`config.mk`:
```
export PLATFORM = sky130hd
export DESIGN_NAME = apb_master_arbiter
export DESIGN_NICKNAME = d
export VERILOG_FILES = /design/src/rtl/apb_master_arbiter.sv
export SDC_FILE = /design/constraint.sdc
export NUM_CORES = 1
export LEC_CHECK = 0
export BUFFER_PORTS_ARGS = -buffer_cell sky130_fd_sc_hd__buf_4
export CAP_MARGIN = 0
export CORE_MARGIN = 4
export CORE_UTILIZATION = 49
export DETAILED_ROUTE_END_ITERATION = 10
export PLACE_DENSITY = 0.86
export SLEW_MARGIN = 20
export SYNTH_ARGS = -nofsm -noshare
export SYNTH_HDL_FRONTEND = slang
export SYNTH_SLANG_ARGS = --single-unit
```
`constraint.sdc`:
```
create_clock -name PCLK -period 5.64 [get_ports PCLK]
set_clock_uncertainty 0.1 [all_clocks]
set_input_delay 0.564 -clock PCLK [delete_from_list [all_inputs] [get_ports PCLK]]
set_output_delay 0.564 -clock PCLK [all_outputs]
set_load 0.05 [all_outputs]
```
`src/rtl/apb_master_arbiter.sv`:
```
// Round-robin arbiter that shares one APB master bridge between NREQ requesters.
// Latches the winning command, watches the bus for completion/error/timeout and returns ack/err/rdata.
module apb_master_arbiter #(
    parameter int NREQ      = 4,
    parameter int DATAWIDTH = 8,
    parameter int ADDRWIDTH = 8,
    parameter int TIMEOUT   = 16
) (
    input  logic                            PCLK,
    input  logic                            PRESET,
    input  logic [NREQ-1:0]                 req,
    input  logic [NREQ-1:0]                 req_rw,
    input  logic [NREQ*(ADDRWIDTH+1)-1:0]   req_addr,
    input  logic [NREQ*DATAWIDTH-1:0]       req_wdata,
    input  logic                            PENABLE,
    input  logic                            PREADY,
    input  logic                            PSLVERR,
    input  logic [DATAWIDTH-1:0]            apb_read_data_out,
    output logic                            transfer,
    output logic                            READ_WRITE,
    output logic [ADDRWIDTH:0]              apb_write_paddr,
    output logic [ADDRWIDTH:0]              apb_read_paddr,
    output logic [DATAWIDTH-1:0]            apb_write_data,
    output logic [NREQ-1:0]                 grant,
    output logic [NREQ-1:0]                 ack,
    output logic [NREQ-1:0]                 err,
    output logic [DATAWIDTH-1:0]            rdata
);

    localparam int IW = $clog2(NREQ);
    localparam int CW = $clog2(TIMEOUT + 1);

    typedef enum logic [1:0] {
        S_IDLE,
        S_BUSY,
        S_DONE
    } state_t;

    state_t                 r_state;
    logic [IW-1:0]          r_last;
    logic [CW-1:0]          r_cnt;
    logic                   r_transfer;
    logic                   r_rw;
    logic [ADDRWIDTH:0]     r_write_paddr;
    logic [ADDRWIDTH:0]     r_read_paddr;
    logic [DATAWIDTH-1:0]   r_write_data;
    logic [NREQ-1:0]        r_grant;
    logic [NREQ-1:0]        r_ack;
    logic [NREQ-1:0]        r_err;
    logic [DATAWIDTH-1:0]   r_rdata;

    logic [ADDRWIDTH:0]     w_addr  [NREQ];
    logic [DATAWIDTH-1:0]   w_wdata [NREQ];
    logic [IW-1:0]          w_cand  [NREQ];
    logic                   w_any;
    logic [IW-1:0]          w_win;
    logic                   w_ok;
    logic                   w_tmo;
    logic                   w_finish;

    // w_cand[k] is the requester index checked k-th, starting just after the last winner
    for (genvar gi = 0; gi < NREQ; gi++) begin : g_req
        logic [IW:0] w_sum;
        assign w_addr[gi]  = req_addr[gi*(ADDRWIDTH+1) +: (ADDRWIDTH+1)];
        assign w_wdata[gi] = req_wdata[gi*DATAWIDTH +: DATAWIDTH];
        assign w_sum       = {1'b0, r_last} + (IW+1)'(gi + 1);
        assign w_cand[gi]  = (w_sum >= (IW+1)'(NREQ)) ? IW'(w_sum - (IW+1)'(NREQ)) : IW'(w_sum);
    end

    always_comb begin
        w_any = |req;
        w_win = '0;
        for (int k = NREQ - 1; k >= 0; k--) begin
            if (req[w_cand[k]]) begin
                w_win = w_cand[k];
            end
        end
    end

    assign w_ok     = !PSLVERR && PENABLE && PREADY;
    assign w_tmo    = (r_cnt == CW'(TIMEOUT - 1));
    assign w_finish = PSLVERR || w_ok || w_tmo;

    always_ff @(posedge PCLK or posedge PRESET) begin
        if (PRESET) begin
            r_state       <= S_IDLE;
            r_last        <= IW'(NREQ - 1);
            r_cnt         <= '0;
            r_transfer    <= 1'b0;
            r_rw          <= 1'b0;
            r_write_paddr <= '0;
            r_read_paddr  <= '0;
            r_write_data  <= '0;
            r_grant       <= '0;
            r_ack         <= '0;
            r_err         <= '0;
            r_rdata       <= '0;
        end else begin
            case (r_state)
                S_IDLE: begin
                    if (w_any) begin
                        r_grant       <= NREQ'(1) << w_win;
                        r_last        <= w_win;
                        r_cnt         <= '0;
                        r_transfer    <= 1'b1;
                        r_rw          <= req_rw[w_win];
                        r_write_paddr <= w_addr[w_win];
                        r_read_paddr  <= w_addr[w_win];
                        r_write_data  <= w_wdata[w_win];
                        r_state       <= S_BUSY;
                    end else begin
                        r_transfer <= 1'b0;
                    end
                end
                S_BUSY: begin
                    r_cnt <= r_cnt + CW'(1);
                    if (w_finish) begin
                        // Slave error and timeout both report as a failed transfer
                        r_ack      <= r_grant;
                        r_err      <= w_ok ? '0 : r_grant;
                        r_transfer <= 1'b0;
                        if (w_ok && r_rw) begin
                            r_rdata <= apb_read_data_out;
                        end
                        r_state <= S_DONE;
                    end
                end
                S_DONE: begin
                    r_ack   <= '0;
                    r_err   <= '0;
                    r_grant <= '0;
                    r_state <= S_IDLE;
                end
                default: begin
                    r_state <= S_IDLE;
                end
            endcase
        end
    end

    assign transfer        = r_transfer;
    assign READ_WRITE      = r_rw;
    assign apb_write_paddr = r_write_paddr;
    assign apb_read_paddr  = r_read_paddr;
    assign apb_write_data  = r_write_data;
    assign grant           = r_grant;
    assign ack             = r_ack;
    assign err             = r_err;
    assign rdata           = r_rdata;

endmodule

```
---- Word level (Yosys, flattened, before mapping) ----
Index checks and enable logic that the tools add are counted.
storage, ports and cells
  register bits ........................... 48
  input port bits ......................... 89
  output and inout bits ................... 48
  word-level logic and storage cells ...... 94
cells by class
  $add $sub $neg .......................... 9
  magnitude comparators ................... 10
  eq/ne operators ......................... 5
  shift-type cells ........................ 1
  muxes and demuxes ....................... 39
  bitwise gates (word level) .............. 1
  reduce and logical (&&, ||, !) cells .... 18
operator list
  cell                 count
  $pmux 4 s2           3
  $mux 2               10
  $bmux 9 s2           1
  $mux 9               2
  $bmux 8 s2           1
  $mux 4               4
  $mux 8               2
  $ge 3x3->1 const B   5
  $lt 2x3->1 const B   5
  $reduce_and 2->1     6
  $bmux 1 s2           5
  $pmux 5 s2           1
  $sub 2x1->2 const B  4
  $mux 1               7
  $add 2x2->3 const B  2
  $reduce_bool 2->1    3
  $add 5x1->5 const B  1
  $eq 5x4->1 const B   1
  $mux 5               1
  $ne 2x2->1 const B   2
  $pmux 2 s2           1
  $reduce_or 4->1      1
  $shl 1x2->4 const A  1
  $add 2x1->3 const B  1
  other kinds (10)     13

---- Logic depth before layout (Yosys ltp) ----
  depth after elaboration ................. 13
  depth in mapped cells ................... 8

---- Least setup slack after synthesis ----
No wires, ideal clock.
  kind .................................... flip-flop to flip-flop
  from .................................... register r_cnt[0]
  to ...................................... register r_ack[3] (netlist: ack[3])
  arrival time ............................ 1,672 ps
  required time ........................... 5,408 ps
  slack ................................... 3,736 ps
  cell stages (with the launch flop) ...... 9
  buffers on the path ..................... 1
  period minus slack after synthesis ...... 1,904 ps
  cell sequence ........................... dfrtp_1 > ha_1 > and3_1 > ha_1 > a211oi_1 > nor2_1 > clkbuf_1 > nand2_1 > o21ai_1
on the way
  cells in the longest elaborated chain, start to end .. 4
ends and longest elaborated chain
  element                     line  RTL
  from (decl)                 41    logic [CW-1:0] r_cnt;
  from (signal assigned)      116   r_cnt <= r_cnt + CW'(1);
  $eq 5x4->1                  81    assign w_tmo = (r_cnt == CW'(TIMEOUT - 1));
  $logic_or 1x1->1            82    assign w_finish = PSLVERR || w_ok || w_tmo;
  $ne 2x2->1 (no line)        --
  $reduce_and 2->1 (no line)  --
  to (signal assigned)        119   r_ack <= r_grant;
  to (decl)                   48    logic [NREQ-1:0] r_ack;
Every way passes these cells.
A chain may end at the register's enable or synchronous reset.

---- Final worst setup path ----
  from .................................... register r_cnt[0]
  to ...................................... register r_err[2] (netlist: err[2])
on the way
  cells in the longest elaborated chain, start to end .. 4
ends and longest elaborated chain
  element                     line  RTL
  $eq 5x4->1                  81
  $logic_or 1x1->1            82
  $ne 2x2->1 (no line)        --
  $reduce_and 2->1 (no line)  --
  to (signal assigned)        120   r_err <= w_ok ? '0 : r_grant;
  to (decl)                   49    logic [NREQ-1:0] r_err;
Every way passes these cells.

==> metrics.csv <==
stage;metric;value;unit
outcome;outcome;finished clean;
global_route;grt_max_degree;49;
cts;clkTransAtPathRegs;90;ps
yosys;synthFlopType;dfrtp_1;
cts;clock_sinks;48;
yosys;syn_avg_cell_area;11.5;um2
floorplan;dieArea;0.00658;mm2
job;max_cap_viol_count;0;
setup_path;required;5780;ps
route;post_drt_wl_per_cell;16.2;um
sta;min_period_over_period;39.9;%
setup_path;end_kind;flop;
yosys;synth-xor-area-share;0;%
sta;setup_violations;0;
placed_design;gp_congestion;0.788;
yosys;yosys.area.top_type_share;43.9;%
sta;finalMaxSlewViolations;0;
cts;holdBufCountCts;0;
floorplan;fp.dieW;81.1;um
route;drc;0;
floorplan;io_pins;137;
cells_and_area;postLayoutCoreUtil;71.4;%
global_route;busiest_layer;met2;
yosys;synth_cells;227;
cts;root_buffer;clkbuf_8;
yosys;yosys.area_share.simple;10.3;%
route;vias;2289;
floorplan;core_area;0.00514;mm2
power_and_ir_drop;clkPwrFrac;10.3;%
power_and_ir_drop;p_per_area;644;mW/mm2
sta;hold_violations;0;
placed_design;dp_cells;413;
setup_path;crit_type;reg2reg;
yosys;async_reset_ff_share;100;%
sta;fmax;444;MHz
global_route;antenna_found_initial;0;
sta;timing.final.ws_setup;3390;ps
global_route;grt_use_met2;36.5;%
power_and_ir_drop;power_frac_seq;27.1;%
cells_and_area;final_nets;441;
cells_and_area;fin_cells;421;
sta;rsz0062_at_grt;false;
yosys;synth_most_common_cell;dfrtp_1;
power_and_ir_drop;p_switching;1.23;mW
cts;h-tree-depth;2;
global_route;grt_pass1_vias;2388;
global_route;grt_pass1_wl;10700;um
cells_and_area;drive_gt1_share;46.7;%
global_route;use_met1;25.0;%
cells_and_area;n_antenna_cell;0;
power_and_ir_drop;vdd_drop_max;0.392;mV
yosys;synthTopCellsByCount;46 x dfrtp_1, 36 x mux2i_1, 32 x nand2_1;
power_and_ir_drop;p_leak;1.86;nW
setup_path;cp.arrival;2390;ps
sta;worst_pin_slew;870;ps
setup_path;worstRegToRegCells;7;
power_and_ir_drop;p_sw_share;52.1;%
cts;numCtsBuffers;5;
cts;tritoncts;done;
yosys;synth_cell_types;43;
route;drt_iter0_drc;142;
global_route;grt_use_met3;5.32;%
yosys;ys_seq_elements;48;
yosys;synth.area.top_cells;dfrtp_1 44%, mux2i_1 14%, o221ai_2 5.7%;
cts;cts_setup_buffers;0;
yosys;synthAdderAreaFrac;0.955;%
sta;maxSlewHeadroom;42.0;%
cells_and_area;fillers;404;
yosys;synth_compound_area_share;17.9;%
yosys;syn_nets;318;
placed_design;dp_slack;3250;ps
route;via_per_inst;5.44;
power_and_ir_drop;combPwrFrac;62.6;%
yosys;synth_top_family_by_area;compound AO/OA/AOI/OAI gates;
placed_design;dp_hpwl;5300;um
cells_and_area;syn_to_final_growth;40.1;%
yosys;synth_edf_count;0;
yosys;synth_mux_area_share;17.6;%
yosys;netlist_area;0.00262;mm2
setup_path;startpoint_type;flop;
route;drt_pass1_iterations;4;
placed_design;port_buffers;136;
route;wirelength;6820;um
global_route;track_usage;20.9;%
floorplan;rows;26;
floorplan;initial_core_util;51.0;%
sta;period_minus_slack;2250;ps
power_and_ir_drop;internal_power;1.13;mW
cts;clkLatencyLatePin;290;ps
floorplan;die_h;81.1;um
yosys;synth_top_area_cell;dfrtp_1;
yosys;yosysWarnings;0;
min_path;min_path_type;in2async;
setup_path;crit_fanout;11;
yosys;ys_seq_area_share;45.9;%
global_route;grt_remaining_overflow;0;
cts;ctsLongestPathBuffers;2;
route;postRouteAntennaNets;0;
sta;tns;0;ps
cts;cts_resized;0;
[power groups by stage]
stage	sequential (mW)	combinational (mW)	clock, mW
after floorplan	1.07	0.707	0
after global placement	0.637	1.47	0
after detailed placement	0.642	1.49	0
after CTS	0.641	1.50	0.247
after global routing	0.664	1.57	0.258
final	0.641	1.48	0.244
[stage by stage]
stage	instance area [um2]	power [mW]	hold WS, ps
after CTS	3670	2.38	380
after global placement	3560	2.10	355
after floorplan	2620	1.78	331
final	3670	2.37	295
after global routing	3670	2.49	369
after detailed placement	3560	2.14	368
[layout make-up]
class | instances | area [um2] | area share [%]
Timing Repair Buffer | 137 | 1030 | 28.0
Inverter | 2 | 8.76 | 0.239
Sequential cell | 48 | 1200 | 32.8
Clock buffer | 6 | 72.6 | 1.98
Tap cell | 70 | 87.6 | 2.39
Clock inverter | 2 | 35.0 | 0.954
Multi-Input combinational cell | 156 | 1240 | 33.7
[layer usage]
metal / wire length, um / vias up
met5: 0 / -
li1: - / 1068
met4: 101 / 0
met2: 3550 / 103
met3: 603 / 9
met1: 2560 / 1109
[layout by cell type, fill, tap and decap left out, drive strengths merged, types with 2 or more instances in the layout]
cell type	instances
a211oi	2
a21o	2
a22o	4
a31oi	2
a32o	3
and3	2
buf	137
clkbuf	6
clkinv	2
dfrtp	46
dfstp	2
ha	2
mux2	9
mux2i	36
nand2	34
nand2b	5
nand3	2
nor2	9
nor2b	2
o21a	2
o21ai	14
o221ai	17
[registers in the layout, indices dropped and copies added, names as in the netlist, 4 cells and up]
name and flops:
err 4, apb_write_data 8, rdata 8, ack 4, r_cnt 5, apb_read_paddr 9, grant 4
[critical path, stage by stage, from the launching register on]
cell	delay (ps)
dfrtp_1	440
ha_1	240
and3_1	180
ha_1	180
a211oi_1	350
nor2_1	250
nor2_1	280
a22o_1	180
[worst paths after layout]
check	from	endpoint	slack, ps
hold / removal	PRESET	rdata[2]$_DFFE_PP0P_	290
setup reg to reg	r_cnt[0]$_DFFE_PP0P_	err[2]$_DFFE_PP0P_	3390
setup / recovery	r_cnt[0]$_DFFE_PP0P_	err[2]$_DFFE_PP0P_	3390
hold reg to reg	r_cnt[3]$_DFFE_PP0P_	r_cnt[3]$_DFFE_PP0P_	390
max in group asynchronous	PRESET	err[3]$_DFFE_PP0P_	4660
min in group PCLK	apb_read_data_out[0]	rdata[0]$_DFFE_PP0P_	390
[cells by family after synthesis]
family | count (synthesis)
AO/OA/AOI/OAI | 51
adder cells (fa/ha/maj) | 2
buffers and inverters | 23
flip-flops | 48
multiplexers | 45
AND/OR/NAND/NOR | 58
(Power assumes the default switching activity.)
